$ cat src/rtl/states_pkg.sv
// Shared lamp codes, controller state codes and monitor types for the
// traffic light controller and its conflict monitor.
package states;

  localparam logic [1:0] G   = 2'b00;
  localparam logic [1:0] Y   = 2'b01;
  localparam logic [1:0] R   = 2'b10;
  localparam logic [1:0] BAD = 2'b11;

  localparam logic [1:0] GR = 2'd0;
  localparam logic [1:0] YR = 2'd1;
  localparam logic [1:0] RG = 2'd2;
  localparam logic [1:0] RY = 2'd3;

  typedef enum logic [1:0] {INIT, RUN, FAULT} mon_state_t;

  localparam logic [2:0] FC_NONE     = 3'd0;
  localparam logic [2:0] FC_CONFLICT = 3'd1;
  localparam logic [2:0] FC_ILLEGAL  = 3'd2;
  localparam logic [2:0] FC_BAD_TR   = 3'd3;
  localparam logic [2:0] FC_SHORT_Y  = 3'd4;
  localparam logic [2:0] FC_LONG_Y   = 3'd5;

  localparam logic [2:0] LAMP_RED = 3'b100;

  // Holding a code, or stepping G->Y, Y->R, R->G, is the only legal per-head motion.
  function automatic logic legal_step(input logic [1:0] prv, input logic [1:0] cur);
    return (prv == cur) || (prv == G && cur == Y) ||
           (prv == Y && cur == R) || (prv == R && cur == G);
  endfunction

endpackage

$ cat src/rtl/light_decode.sv
// Lamp code to one-hot {red,yellow,green}; the illegal code shows red.
module light_decode
  import states::*;
(
  input  logic [1:0] code,
  output logic [2:0] lamps
);

  always_comb begin
    lamps = LAMP_RED;
    case (code)
      G:       lamps = 3'b001;
      Y:       lamps = 3'b010;
      R:       lamps = 3'b100;
      default: lamps = LAMP_RED;
    endcase
  end

endmodule

$ cat src/rtl/light_conflict_monitor.sv
// Decodes controller lamp codes to lamp drives and latches a flashing-red
// fault on conflicts, illegal codes, illegal steps and bad yellow durations.
module light_conflict_monitor
  import states::*;
#(
  parameter int unsigned MIN_YELLOW = 10,
  parameter int unsigned MAX_YELLOW = 12
) (
  input  logic       clk,
  input  logic       rst,
  input  logic       tick,
  input  logic [1:0] ml,
  input  logic [1:0] sl,
  input  logic       clr_fault,
  output logic [2:0] main_lamps,
  output logic [2:0] side_lamps,
  output logic       fault,
  output logic [2:0] fault_code
);

  localparam logic [5:0] MIN_Y = 6'(MIN_YELLOW);
  localparam logic [5:0] MAX_Y = 6'(MAX_YELLOW);

  mon_state_t state;
  logic [1:0] cur_m, cur_s, prv_m, prv_s;
  logic [4:0] ycnt;
  logic       flash, gr_seen;

  logic [2:0] dec_m, dec_s;
  logic       any_y, cur_gr, flash_nxt, cause_present;
  logic       conflict, illegal, bad_tr, short_y, long_y;
  logic [2:0] viol_code;

  light_decode u_dec_main (.code(cur_m), .lamps(dec_m));
  light_decode u_dec_side (.code(cur_s), .lamps(dec_s));

  always_comb begin
    any_y     = (cur_m == Y) || (cur_s == Y);
    cur_gr    = (cur_m == G) && (cur_s == R);
    flash_nxt = tick ? ~flash : flash;
    conflict  = (cur_m != R) && (cur_s != R);
    illegal   = (cur_m == BAD) || (cur_s == BAD);
    bad_tr    = !legal_step(prv_m, cur_m) || !legal_step(prv_s, cur_s);
    // Duration checks see ycnt before this cycle's tick increment.
    short_y   = (((prv_m == Y) && (cur_m != Y)) || ((prv_s == Y) && (cur_s != Y))) &&
                ({1'b0, ycnt} < MIN_Y);
    long_y    = any_y && ({1'b0, ycnt} > MAX_Y);

    viol_code = FC_NONE;
    if      (conflict) viol_code = FC_CONFLICT;
    else if (illegal)  viol_code = FC_ILLEGAL;
    else if (bad_tr)   viol_code = FC_BAD_TR;
    else if (short_y)  viol_code = FC_SHORT_Y;
    else if (long_y)   viol_code = FC_LONG_Y;

    cause_present = 1'b0;
    case (fault_code)
      FC_CONFLICT: cause_present = conflict;
      FC_ILLEGAL:  cause_present = illegal;
      FC_BAD_TR:   cause_present = bad_tr;
      FC_SHORT_Y:  cause_present = short_y;
      FC_LONG_Y:   cause_present = long_y;
      default:     cause_present = 1'b0;
    endcase
  end

  always_ff @(posedge clk or posedge rst) begin
    if (rst) begin
      state      <= INIT;
      cur_m      <= R;
      cur_s      <= R;
      prv_m      <= R;
      prv_s      <= R;
      ycnt       <= '0;
      flash      <= 1'b1;
      gr_seen    <= 1'b0;
      main_lamps <= LAMP_RED;
      side_lamps <= LAMP_RED;
      fault      <= 1'b0;
      fault_code <= FC_NONE;
    end else begin
      prv_m <= cur_m;
      prv_s <= cur_s;
      cur_m <= ml;
      cur_s <= sl;

      if (!any_y)
        ycnt <= '0;
      else if (tick && (ycnt != '1))
        ycnt <= ycnt + 5'd1;

      case (state)
        INIT: begin
          main_lamps <= LAMP_RED;
          side_lamps <= LAMP_RED;
          flash      <= 1'b1;
          gr_seen    <= cur_gr;
          if (cur_gr && gr_seen) begin
            state      <= RUN;
            main_lamps <= dec_m;
            side_lamps <= dec_s;
          end
        end
        RUN: begin
          gr_seen <= 1'b0;
          flash   <= 1'b1;
          // A detected violation is never shown: red is forced on the detecting edge.
          if (viol_code != FC_NONE) begin
            state      <= FAULT;
            fault      <= 1'b1;
            fault_code <= viol_code;
            main_lamps <= LAMP_RED;
            side_lamps <= LAMP_RED;
          end else begin
            main_lamps <= dec_m;
            side_lamps <= dec_s;
          end
        end
        FAULT: begin
          gr_seen <= 1'b0;
          if (clr_fault && !cause_present) begin
            state      <= INIT;
            fault      <= 1'b0;
            fault_code <= FC_NONE;
            flash      <= 1'b1;
            main_lamps <= LAMP_RED;
            side_lamps <= LAMP_RED;
          end else begin
            flash      <= flash_nxt;
            main_lamps <= {flash_nxt, 2'b00};
            side_lamps <= {flash_nxt, 2'b00};
          end
        end
        default: state <= INIT;
      endcase
    end
  end

endmodule

$ cat config.mk
export PLATFORM = sky130hd
export DESIGN_NAME = light_conflict_monitor
export DESIGN_NICKNAME = d
export VERILOG_FILES = /design/src/rtl/states_pkg.sv /design/src/rtl/light_decode.sv /design/src/rtl/light_conflict_monitor.sv
export SDC_FILE = /design/constraint.sdc
export NUM_CORES = 1
export LEC_CHECK = 0
export CAP_MARGIN = 20
export CORE_MARGIN = 10
export CORE_UTILIZATION = 55
export DETAILED_ROUTE_END_ITERATION = 7
export GPL_TIMING_DRIVEN = 0
export PLACE_DENSITY_LB_ADDON = 0.08
export SYNTH_ARGS = -nofsm -noshare
export SYNTH_HDL_FRONTEND = slang
export SYNTH_SLANG_ARGS = --single-unit
export TNS_END_PERCENT = 100
$ cat constraint.sdc
create_clock -name clk -period 3.18 [get_ports clk]
set_clock_uncertainty 0.2 [all_clocks]
set_input_delay 0.477 -clock clk [delete_from_list [all_inputs] [get_ports clk]]
set_output_delay 0.477 -clock clk [all_outputs]
set_load 0.05 [all_outputs]
Word level (Yosys, flattened, before mapping)

Index checks and enable logic that the tools add are counted.

Register bits after elaboration: 27
Input bits: 8
Output and inout bits: 10
Logic and storage cells: 117

Add/sub/neg operators: 1
$lt $le $gt $ge: 2
Equality and inequality tests: 28
Multiplexer cells: 31
Bitwise logic cells: 1
Reduce and logical (&&, ||, !) cells: 42

Operators by type and width:

| operator                                                                 | number |
|---|---|
| 3-bit two-way mux                                                        | 12 |
| 3-bit case mux with 2 select lines                                       | 3 |
| 3-bit case mux with 3 select lines                                       | 2 |
| 1-bit logical AND                                                        | 15 |
| 2-bit == test (second input constant)                                    | 7 |
| 2-bit by 1-bit == test with 1-bit output (second input constant)         | 5 |
| 2-bit zero test                                                          | 5 |
| 1-bit logical OR                                                         | 10 |
| 5-bit two-way mux                                                        | 2 |
| 2-bit inequality test (second input constant)                            | 5 |
| 3-bit by 2-bit == test with 1-bit output (second input constant)         | 2 |
| 3-bit == test (second input constant)                                    | 2 |
| 2-bit two-way mux                                                        | 3 |
| 2-bit by 1-bit inequality test with 1-bit output (second input constant) | 3 |
| 1-bit case mux with 2 select lines                                       | 3 |
| 2-bit case mux with 3 select lines                                       | 1 |
| 3-bit AND reduction                                                      | 2 |
| 2-bit nonzero test                                                       | 3 |
| 3-bit nonzero test                                                       | 2 |
| 5-bit by 1-bit adder with 5-bit output (second input constant)           | 1 |
| 5-bit by 4-bit > comparator with 1-bit output (second input constant)    | 1 |
| 5-bit by 4-bit < comparator with 1-bit output (second input constant)    | 1 |
| 5-bit inequality test (second input constant)                            | 1 |
| 1-bit case mux with 5 select lines                                       | 1 |
| other kinds (6)                                                          | 13 |

Depth between registers and ports, before layout

Depth in word-level cells: 13
Depth in mapped cells: 8
Gate-level depth less buffers: 8

Modules after synthesis

Synthesis repeated with hierarchy kept, for this count alone.

Cells, all modules: 164
Area, all modules: 1655.3 um^2

By module, submodules not included:

| module                 | times used | cells an instance | area an instance (um^2) |
|---|---|---|---|
| light_conflict_monitor | 1          | 158               | 1627.8 |
| light_decode           | 2          | 3                 | 13.8 |

Least setup slack after synthesis

No wires, ideal clock.

Kind: register to register
Start: reg cur_m[1]
End: reg fault_code[0]
Library setup time: 0.121 ns
Arrival: 2.069 ns
Slack: 0.790 ns
Stages on the path, launching flop included: 8
Path buffers: 1
Period minus slack after synthesis: 2.390 ns
Cell sequence: dfstp_2 buf_2 nor2b_1 mux2i_2 nand3_2 o31a_1 a32o_1 a22o_1

Word-level cells in the longest chain between the ends: 13

Ends and longest elaborated chain:

| item                                     | RTL line                                       | source |
|---|---|---|
| start: declaration                       | light_conflict_monitor.sv:25                   | `logic [1:0] cur_m, cur_s, prv_m, prv_s;` |
| start signal: assignment                 | light_conflict_monitor.sv:84                   | `cur_m <= ml;` |
| 2-bit by 1-bit == test with 1-bit output | states_pkg.sv:28, light_conflict_monitor.sv:38 |  |
| 1-bit logical AND                        | states_pkg.sv:28                               | `return (prv == cur) \|\| (prv == G && cur == Y) \|\|` |
| 1-bit logical OR (2 in series)           | states_pkg.sv:28                               |  |
| 1-bit logical OR                         | states_pkg.sv:29                               | `(prv == Y && cur == R) \|\| (prv == R && cur == G);` |
| 1-bit zero test                          | light_conflict_monitor.sv:43                   | `bad_tr = !legal_step(prv_m, cur_m) \|\| !legal_step(prv_s, cur_s);` |
| 1-bit logical OR                         | light_conflict_monitor.sv:43                   |  |
| 3-bit two-way mux                        | light_conflict_monitor.sv:52                   | `else if (bad_tr) viol_code = FC_BAD_TR;` |
| 3-bit two-way mux                        | light_conflict_monitor.sv:51                   | `else if (illegal) viol_code = FC_ILLEGAL;` |
| 3-bit two-way mux                        | light_conflict_monitor.sv:50                   | `if (conflict) viol_code = FC_CONFLICT;` |
| 3-bit nonzero test                       | light_conflict_monitor.sv:108                  | `if (viol_code != FC_NONE) begin` |
| 2-bit inequality test (no line)          | n/a                                            |  |
| 3-bit AND reduction (no line)            | n/a                                            |  |
| end signal: assignment                   | light_conflict_monitor.sv:111                  | `fault_code <= viol_code;` |
| end: declaration                         | light_conflict_monitor.sv:18                   | `output logic [2:0] fault_code` |

Parallel ways exist; a longest one is shown, timed or not. The select of a mux whose other input is x is not followed.
A chain may end at the register's enable or synchronous reset.

Worst setup path in the final report

Ends and elaborated chain as after synthesis.

==> results.md <==
- First-pass GRT wire length: 5906 µm
- Cells on worst reg2reg path: 7
- Maximum Capacitance Violations: 0
- Detailed placer's ending HPWL: 2686 µm
- CTS-repair resized insts: 0
- FP Rows: 19
- Core Region: 2805 µm²
- CTS tree: yes
- Total internal power: 613.0 µW
- Reg-to-reg setup timing slack: 0.54 ns
- Final min period: 2.645 ns
- Switching Fraction: 40.34%
- Cell variety after synth: 51
- Period utilization: 83.17%
- CP required: 3.22 ns
- Clk_lat worst skew: 0.33 ns
- Initial drt markers: 61
- Flops & latches, synth: 27
- Post-synth EDFFs: 0
- Async set-reset flop share out of synthesis: 100.0%
- CTS Sinks: 27
- Num CTS Buffers: 3
- Cells after Synth: 168
- Post-route DRC: 0
- Die Span Y: 74.53 µm
- Leading area contributor after synthesis: dfrtp_1
- Vias in the first global route: 1,387
- PortBufs: 17
- # nets final: 205
- Warnings, synthesis: 0
- Final RePlAce weighted congestion: 0.8607
- CTS clk-pin slew, worst paths: 0.15 ns
- Flop pwr share: 42.5%
- Setup crit end kind: register
- Peak Freq: 378.1 MHz
- Die W: 74.53 µm
- Vias/cell: 6.154
- IO Count: 18
- Largest net degree at the start of global routing: 28
- Fillers: 233
- GRT overflow: 0
- Status: finished clean
- Synth Flop Type: dfrtp_1
- WL final: 3528 µm
- Drt wl/cell: 15.96 µm
- Crit path DAT: 2.68 ns
- Mapped cell area: 1635 µm²
- Final setup vio count: 0
- Post-synth net total: 182
- ANT cells: 0
- Worst setup path endpoint: fault_code[0]
- Antenna violations before repair: 0
- P_leak: 0.0007798 µW
- Commonest cells in the netlist: dfrtp_1, nor2_1, inv_1
- Util after Layout: 67.71%
- Root Buffer: clkbuf_4
- CTS Hold Bufs: 0
- VDD IR-drop max: 0.0002531 V
- FF-to-FF Start: cur_m[1]
- Global-route usage over all layers: 13.24%
- Clock Power Share: 14.8%
- DRT Pass-1 Iters: 4
- Synth top area cells: dfrtp_1, dfstp_2, ha_1
- Post-synthesis sequential area ratio: 41.85%
- Starting Density: 58.30%
- Clk buf depth: 2
- Die area: 5555 µm²
- H-tree levels: 1
- Worst Path Max Fanout: 10
- Synth top area share: 30.60%
- Postcts setup bufs: 0
- Vias: 1,360
- Share of cells above drive strength 1: 14.74%
- Startpoint Class: register
- Sw Pwr: 414.5 µW
- Number of hold violations in the final report: 0
- RR Endpoint: fault_code[0]
- Final setup TNS: 0 ns
- Setup crit start: cur_m[1]
- Slew Viols, Final: 0
- Post-route ant nets: 0
- Area added between synthesis and finish: 16.14%
- Worst slew margin: 65.61%
- HP Class: primary input to asynchronous set/reset pin
- Synth Area per Inst: 9.734 µm²
- Pwr Density: 541.0 nW/µm²
- RSZ-0062 raised after global routing: no
- Slew @ Worst Pin: 0.5142 ns
- Combinational Power Share: 42.7%
- Kind of critical path: register to register
- Count leader, synth: dfrtp_1
[sequential cells by signal, indices dropped and copies added (netlist names)]
register	count
ycnt	5
fault_code	3
main_lamps	3
side_lamps	3
cur_m	2
cur_s	2
prv_m	2
prv_s	2
state	2
fault	1
flash	1
gr_seen	1
[layout make-up]
type / instances / area, µm² / share of cell area (%)
well taps: 31 / 38.79 / 2.042
clock buffers: 3 / 22.52 / 1.186
flip-flops and latches: 27 / 684.4 / 36.03
clock inverters: 1 / 5.005 / 0.2635
plain buffers: 7 / 45.04 / 2.372
inverters: 12 / 45.04 / 2.372
multi-input cells: 122 / 860.8 / 45.32
repair buffers: 18 / 197.7 / 10.41
[metal layers]
layer | part of all wire, % | track usage (%) | up-vias
met1 | 44 | 15.25 | 652
li1 | - | - | 651
met5 | 0 | 0 | -
met4 | 2.3 | 5.672 | 0
met2 | 49 | 23.73 | 48
met3 | 5.1 | 1.995 | 9
[stage by stage]
| step | cells | setup slack [ns] | cell area [µm²] | hold WS, ns | power [µW] |
|---|---|---|---|---|---|
| CTS | 220 | 0.5578 | 1872 | 0.1905 | 1029 |
| detailed placement | 216 | 0.5837 | 1844 | 0.1702 | 874.0 |
| finish | 221 | 0.5353 | 1899 | 0.1386 | 1028 |
| floorplan | 168 | 0.7900 | 1635 | 0.1604 | 753.4 |
| global route | 221 | 0.4293 | 1899 | 0.1481 | 1092 |
| global placement | 216 | 0.6393 | 1844 | 0.1616 | 860.9 |
[power groups by stage]
stage,logic (µW),clock network [µW],registers (µW)
2_1_floorplan,243,0,511
3_3_place_gp,423,0,438
3_5_place_dp,432,0,442
4_1_cts,435,158,435
5_1_grt,482,168,442
6_report,439,152,436
[cells by family after synthesis]
logic type | synth area share [%]
adder cells (fa/ha/maj) | 4.591
AO/OA/AOI/OAI | 24.56
buffers and inverters | 5.508
AND/OR/NAND/NOR | 17.60
flip-flops | 41.85
multiplexers | 2.678
XOR/XNOR | 3.213
[cells in the final DEF (no fill, tap or decap), types with 4 or more instances in the layout]
master and count:
a21oi_1 7, a31oi_1 4, clkdlybuf4s50_1 17, dfrtp_1 20
dfstp_2 7, ha_1 6, inv_1 12, nand2_1 11
nand2b_1 5, nor2_1 14, nor2b_1 6, o21ai_0 7
o41ai_1 4, xor2_1 5
[worst max-delay path, stage by stage (launching register included)]
cell	delay, ns
dfstp_2	0.58
buf_2	0.19
nor2b_1	0.21
mux2i_2	0.35
nand3_2	0.19
o31a_1	0.35
a32o_1	0.26
a22o_1	0.22
[how the worst min path moves through the flow]
stage               depth (start not counted)       end     start
floorplan                                   0  prv_s[1]  cur_s[1]
global placement                            0  prv_s[1]  cur_s[1]
detailed placement                          0  prv_s[1]  cur_s[1]
CTS                                         0  prv_s[1]  cur_s[1]
global route                                2  cur_s[0]       rst
finish                                      2  cur_s[0]       rst
Power figures use the tool's default switching activity.
